===== src/rtl/guess_game_controller.sv =====
// Guessing-game sequencer: draws a secret, scores guesses taken on submit
// release, and tracks trial usage until win or loss.
module guess_game_controller #(
   parameter int unsigned W     = 4,
   parameter int unsigned CNT_W = 4
) (
   input  logic             clk,
   input  logic             rst,
   input  logic             start,
   input  logic             submit,
   input  logic [W-1:0]     guess,
   input  logic [CNT_W-1:0] trials,
   input  logic             force_en,
   input  logic [W-1:0]     force_val,
   output logic [1:0]       state,
   output logic             hint_high,
   output logic             hint_low,
   output logic [CNT_W-1:0] count,
   output logic [CNT_W-1:0] left,
   output logic [W-1:0]     reveal
);

   localparam int unsigned LFSR_W = 8;

   typedef enum logic [1:0] {
      IDLE = 2'b00,
      PLAY = 2'b01,
      WIN  = 2'b10,
      LOSE = 2'b11
   } state_t;

   state_t             cur;
   logic [LFSR_W-1:0]  lfsr;
   logic               submit_q;
   logic [W-1:0]       secret;
   logic [CNT_W-1:0]   trials_lat;

   logic               rel;
   logic               lfsr_fb;
   logic [CNT_W-1:0]   count_inc;
   logic [CNT_W-1:0]   trials_eff;
   logic [W-1:0]       rand_val;

   // x^8+x^6+x^5+x^4+1; a nonzero seed keeps it out of the all-zero lockup
   assign lfsr_fb    = lfsr[7] ^ lfsr[5] ^ lfsr[4] ^ lfsr[3];
   assign rel        = submit_q & ~submit;
   assign count_inc  = count + CNT_W'(1);
   assign trials_eff = (trials == '0) ? CNT_W'(1) : trials;
   assign rand_val   = W'(lfsr);
   assign state      = cur;

   always_ff @(posedge clk) begin
      if (rst) begin
         cur        <= IDLE;
         lfsr       <= LFSR_W'(1);
         submit_q   <= 1'b0;
         secret     <= '0;
         trials_lat <= '0;
         count      <= '0;
         left       <= '0;
         hint_high  <= 1'b0;
         hint_low   <= 1'b0;
         reveal     <= '0;
      end else begin
         lfsr     <= {lfsr[LFSR_W-2:0], lfsr_fb};
         submit_q <= submit;
         case (cur)
            IDLE, WIN, LOSE: begin
               // new game; a coincident release is discarded
               if (start) begin
                  secret     <= force_en ? force_val : rand_val;
                  trials_lat <= trials_eff;
                  count      <= '0;
                  left       <= trials_eff;
                  hint_high  <= 1'b0;
                  hint_low   <= 1'b0;
                  reveal     <= '0;
                  cur        <= PLAY;
               end
            end
            PLAY: begin
               if (rel) begin
                  count <= count_inc;
                  left  <= trials_lat - count_inc;
                  // win check precedes exhaustion so a last-trial hit still wins
                  if (guess == secret) begin
                     hint_high <= 1'b0;
                     hint_low  <= 1'b0;
                     reveal    <= secret;
                     cur       <= WIN;
                  end else if (count_inc == trials_lat) begin
                     hint_high <= 1'b0;
                     hint_low  <= 1'b0;
                     reveal    <= secret;
                     cur       <= LOSE;
                  end else begin
                     hint_high <= (guess > secret);
                     hint_low  <= (guess < secret);
                  end
               end
            end
            default: cur <= IDLE;
         endcase
      end
   end

endmodule


===== config.mk =====
export PLATFORM = sky130hd
export DESIGN_NAME = guess_game_controller
export DESIGN_NICKNAME = d
export VERILOG_FILES = /design/src/rtl/guess_game_controller.sv
export SDC_FILE = /design/constraint.sdc
export NUM_CORES = 1
export LEC_CHECK = 0
export BUFFER_PORTS_ARGS = -buffer_cell sky130_fd_sc_hd__buf_2
export CAP_MARGIN = 20
export CORE_UTILIZATION = 55
export CTS_BUF_LIST = sky130_fd_sc_hd__clkbuf_4 sky130_fd_sc_hd__clkbuf_8
export DETAILED_ROUTE_END_ITERATION = 10
export HOLD_SLACK_MARGIN = 0.02
export PLACE_DENSITY = 0.81
export SLEW_MARGIN = 25
export SYNTH_ARGS = -nofsm -noshare
export SYNTH_HDL_FRONTEND = slang
export SYNTH_SLANG_ARGS = --single-unit

===== constraint.sdc =====
create_clock -name clk -period 2.4 [get_ports clk]
set_input_delay 0.24 -clock clk [delete_from_list [all_inputs] [get_ports clk]]
set_output_delay 0.24 -clock clk [all_outputs]
set_load 0.005 [all_outputs]

=== Word level (Yosys, flattened, before mapping) ===
Index checks and enable logic that the tools add are counted.

* Add/sub/neg operators: 2
* Magnitude comparators: 2
* Eq/ne operators: 8
* Multiplexer cells: 26
* Bitwise gates (word level): 5
* Reduce and logical (&&, ||, !) cells: 6

{| class="wikitable"
|+ Operator list
! operator !! number
|-
| 4-bit 2-to-1 mux || 9
|-
| 4-bit case mux with 2 select lines || 3
|-
| 4-bit equality test || 2
|-
| 2-bit 2-to-1 mux || 4
|-
| 1-bit 2-to-1 mux || 7
|-
| 4-bit by 1-bit adder with 4-bit output (second input constant) || 1
|-
| 2-bit equality test (second input constant) || 2
|-
| 4-bit greater-than comparator || 1
|-
| 4-bit zero test || 1
|-
| 4-bit less-than comparator || 1
|-
| 2-bit != test (second input constant) || 2
|-
| 1-bit case mux with 2 select lines || 2
|-
| 2-bit case mux with 2 select lines || 1
|-
| 2-bit AND reduction || 2
|-
| 4-bit subtractor || 1
|-
| 3-bit != test (second input constant) || 1
|-
| 3-bit AND reduction || 1
|-
| 3-bit OR reduction || 1
|-
| 1-bit XOR || 3
|-
| 2-bit by 1-bit equality test with 1-bit output (second input constant) || 1
|-
| 2-bit zero test || 1
|-
| 1-bit AND || 1
|-
| 1-bit inverter || 1
|}

* Register bits: 33
* Input bits: 17
* Logic and storage cells: 59

=== Longest topological paths before layout ===
* Depth after elaboration: 6
* Mapped depth: 8
* Mapped depth without buffers: 8

=== Least setup slack after synthesis ===
Ideal clock, no wire load.

* Path kind: register to register
* Start: register count[0]
* End: register left[3]
* Setup time: 120 ps
* Arrival time: 1657 ps
* Required time: 2280 ps
* Path slack: 623 ps
* Cell stages (with the launch flop): 8
* Path buffers: 0
* Path through: dfxtp_1 ha_1 inv_1 ha_1 a21o_1 a21oi_1 xnor2_1 a211o_1

* Cells in the longest elaborated chain, start to end: 4

{| class="wikitable"
|+ RTL lines
! element !! line !! source
|-
| start: declaration || 18 || <nowiki>output logic [CNT_W-1:0] count,</nowiki>
|-
| start signal: assignment || 83 || <nowiki>count <= count_inc;</nowiki>
|-
| 4-bit by 1-bit adder with 4-bit output || 47 || <nowiki>assign count_inc = count + CNT_W'(1);</nowiki>
|-
| 4-bit subtractor || 84 || <nowiki>left <= trials_lat - count_inc;</nowiki>
|-
| 4-bit 2-to-1 mux || 82 || <nowiki>if (rel) begin</nowiki>
|-
| 4-bit case mux with 2 select lines || 67 || <nowiki>case (cur)</nowiki>
|-
| end signal: assignment || 74 || <nowiki>left <= trials_eff;</nowiki>
|-
| end signal: assignment || 84 ||
|-
| end: declaration || 19 || <nowiki>output logic [CNT_W-1:0] left,</nowiki>
|}

No other way between the ends. The select of a mux whose other input is x is not followed.
A chain may end at the register's enable or synchronous reset.

=== Final worst setup path ===
Same ends and word-level chain as after synthesis.

==> flow_summary.ini <==
[timing]
grt_setup_unrepaired = no
finalSetupTns_ns = 0
fin_crit_ns = 1.89
finalHoldViolations = 0
setup_viol = 0
fin_skew_ns = 0.00934
finalMaxSlewViolations = 0
relSlewSlack = 0.622
fmax_mhz = 530
worst_pin_slew_ns = 0.564
post-route-period-util = 0.786

[worst_setup_path]
critPathKind = flip-flop to flip-flop
worstPathMaxFanout = 6
r2r_cells = 7
arrival_ns = 2.12
cp-start-kind = flip-flop
worst_ep_required_time_ns = 2.63
endpoint_kind = flip-flop

[clock_network]
ctsHoldBuffers = 0
cts_tree = done
cts_setup_buffers = 0
cts.htree.levels = 2
numCtsBuffers = 5
clock_sinks = 33
clk_pin_slew_ns = 0.10
post_cts_resized = 0
worst_skew_pair.late_latency_ns = 0.33
cts_root_buffer = clkbuf_4
clockBufferDepth = 2

[placed_design]
globalplace.congestion = 0.805
dpl.hpwl_um = 2200
io_buffers = 32
dp_cells = 210

[power_and_ir_drop]
p_sw_w = 0.000283
p_clk_frac = 0.369
ir_drop_mv = 0.488
p_per_area_mw_per_mm2 = 672
p_seq_frac = 0.496
comb_power_share = 0.135
p_int_w = 0.000907
switching_share = 0.238
cellLeakagePower_nw = 0.817

[yosys]
synth_fp_nets = 181
async_flop_share = 0
synth_fa_ha_area_frac = 0.0793
syn_area_per_cell_um2 = 9.77
ys_seq_area_frac = 0.436
syn-cell-area_mm2 = 0.00151
syn_inst = 155
synth_top_family_by_area = simple AND/OR/NAND/NOR gates
ys_types = 45
synth_mux_area_frac = 0.0529
ys_warn_count = 0
synth-main-ff-cell = dfxtp_1
synth-edff-count = 0
yosys.area_share.simple = 0.185
synth_compound_area_frac = 0.152
synth_xor_area_frac = 0.0512
ys_ff_latch = 33

[route]
wl_um = 2990
vias_per_cell = 5.31
vias = 1157
dr.pass1.iters = 4
drtIter0Drc = 23
wl_per_cell_um = 13.7
drtAntennaViolNets = 0
drcViolationCount = 0

[layout]
layout.nets = 213
layout_common_cells = dfxtp_1 (33), buf_2 (32), nor2_1 (17)
antenna_cells = 0
layout_commonest_cell = dfxtp_1
layout-drive-gt1-share = 0.261
area_delta_synth_final_pct = 16.9
fin_util = 0.695
stdcell_count = 218

[die]
die_height_um = 54.5
start_util = 0.595
rows = 18
coreArea_mm2 = 0.00254
die_w_um = 54.5
top_level_ports = 33
die_area_mm2 = 0.00297

[global_routing]
grt_pass1_vias = 1084
grt_pass1_wl_um = 4840
gr-total-overflow = 0
grt_antenna_before_repair = 0
grt_max_degree = 31
grtUsageTotal = 0.233

[run]
max-cap-violations = 0

[worst_hold_path]
min_path_type = input pin to flip-flop
min_path_cells = 2

[status]
status = completed
==> registers in the layout (all words and copies together) (netlist names) <==
| register | count |
|---|---|
| state | 2 |
| secret | 4 |
| reveal | 4 |
| left | 4 |
| hint_high | 1 |
| trials_lat | 4 |
| submit_q | 1 |
| hint_low | 1 |
| count | 4 |
| lfsr | 8 |
==> power groups by stage <==
stage | Sequential (W) | Combinational [W] | Clock [W]
after floorplan | 0.000600 | 0.000112 | 0
after global placement | 0.000601 | 0.000151 | 0
after detailed placement | 0.000602 | 0.000160 | 0
after CTS | 0.000590 | 0.000161 | 0.000451
after global routing | 0.000593 | 0.000181 | 0.000472
final | 0.000590 | 0.000161 | 0.000439
==> final cells by class <==
cell class / count / area, um^2
inverters: 9 / 33.8
fillers: 209 / 776
clock inverters: 1 / 30.0
clock buffers: 7 / 58.8
well taps: 30 / 37.5
multi-input cells: 106 / 788
repair buffers: 32 / 160
flip-flops and latches: 33 / 661
==> worst max-delay path, stage by stage (launching register included) <==
cell and delay (ns):
dfxtp_1 0.43, ha_1 0.28, inv_1 0.11, ha_1 0.25, a21o_1 0.18, a21oi_1 0.17, xnor2_1 0.08, a211o_1 0.29
==> through the flow <==
step,power [W],setup WS [ns],hold slack (ns),cell area (um^2)
after floorplan,0.000712,0.623,0.368,1510
after global placement,0.000752,0.598,0.422,1680
after detailed placement,0.000762,0.514,0.443,1680
after CTS,0.00120,0.509,0.145,1770
after global routing,0.00125,0.373,0.158,1770
final,0.00119,0.514,0.148,1770
==> worst paths after layout <==
check / start / endpoint / slack (ns)
min: submit / submit_q / 0.15
max: count[0] / left[3] / 0.51
min reg2reg: left[2] / left[2] / 0.46
max reg2reg: count[0] / left[3] / 0.51
==> cell usage after synthesis, drive strengths merged, types with 2 or more instances <==
| cell type | instances | area share |
|---|---|---|
| dfxtp | 33 | 0.44 |
| nor2 | 19 | 0.054 |
| nor2b | 11 | 0.047 |
| inv | 9 | 0.022 |
| ha | 8 | 0.066 |
| mux2i | 8 | 0.053 |
| a21oi | 7 | 0.031 |
| nand2 | 6 | 0.015 |
| xnor2 | 6 | 0.040 |
| a211oi | 5 | 0.025 |
| a22o | 4 | 0.023 |
| buf | 4 | 0.013 |
| o21ai | 4 | 0.016 |
| clkbuf | 3 | 0.0074 |
| nor3 | 3 | 0.0099 |
| a21o | 2 | 0.0099 |
| nor3b | 2 | 0.0099 |
| xor2 | 2 | 0.012 |
==> logic make-up after synthesis <==
family | count (synthesis)
DFF | 33
xor gates and xnor gates | 8
muxes | 8
AOI/OAI and AO/OA | 30
and+or+nand+nor | 51
buffers and inverters | 16
adders and majority gates | 9
==> metal layers <==
metal	wire, um	track usage	vias up
met5	0	0	-
met4	46	0.0940	0
met3	128	0.0639	7
met2	1360	0.362	34
met1	1450	0.304	513
li1	-	-	603
Power figures use the tool's default switching activity.
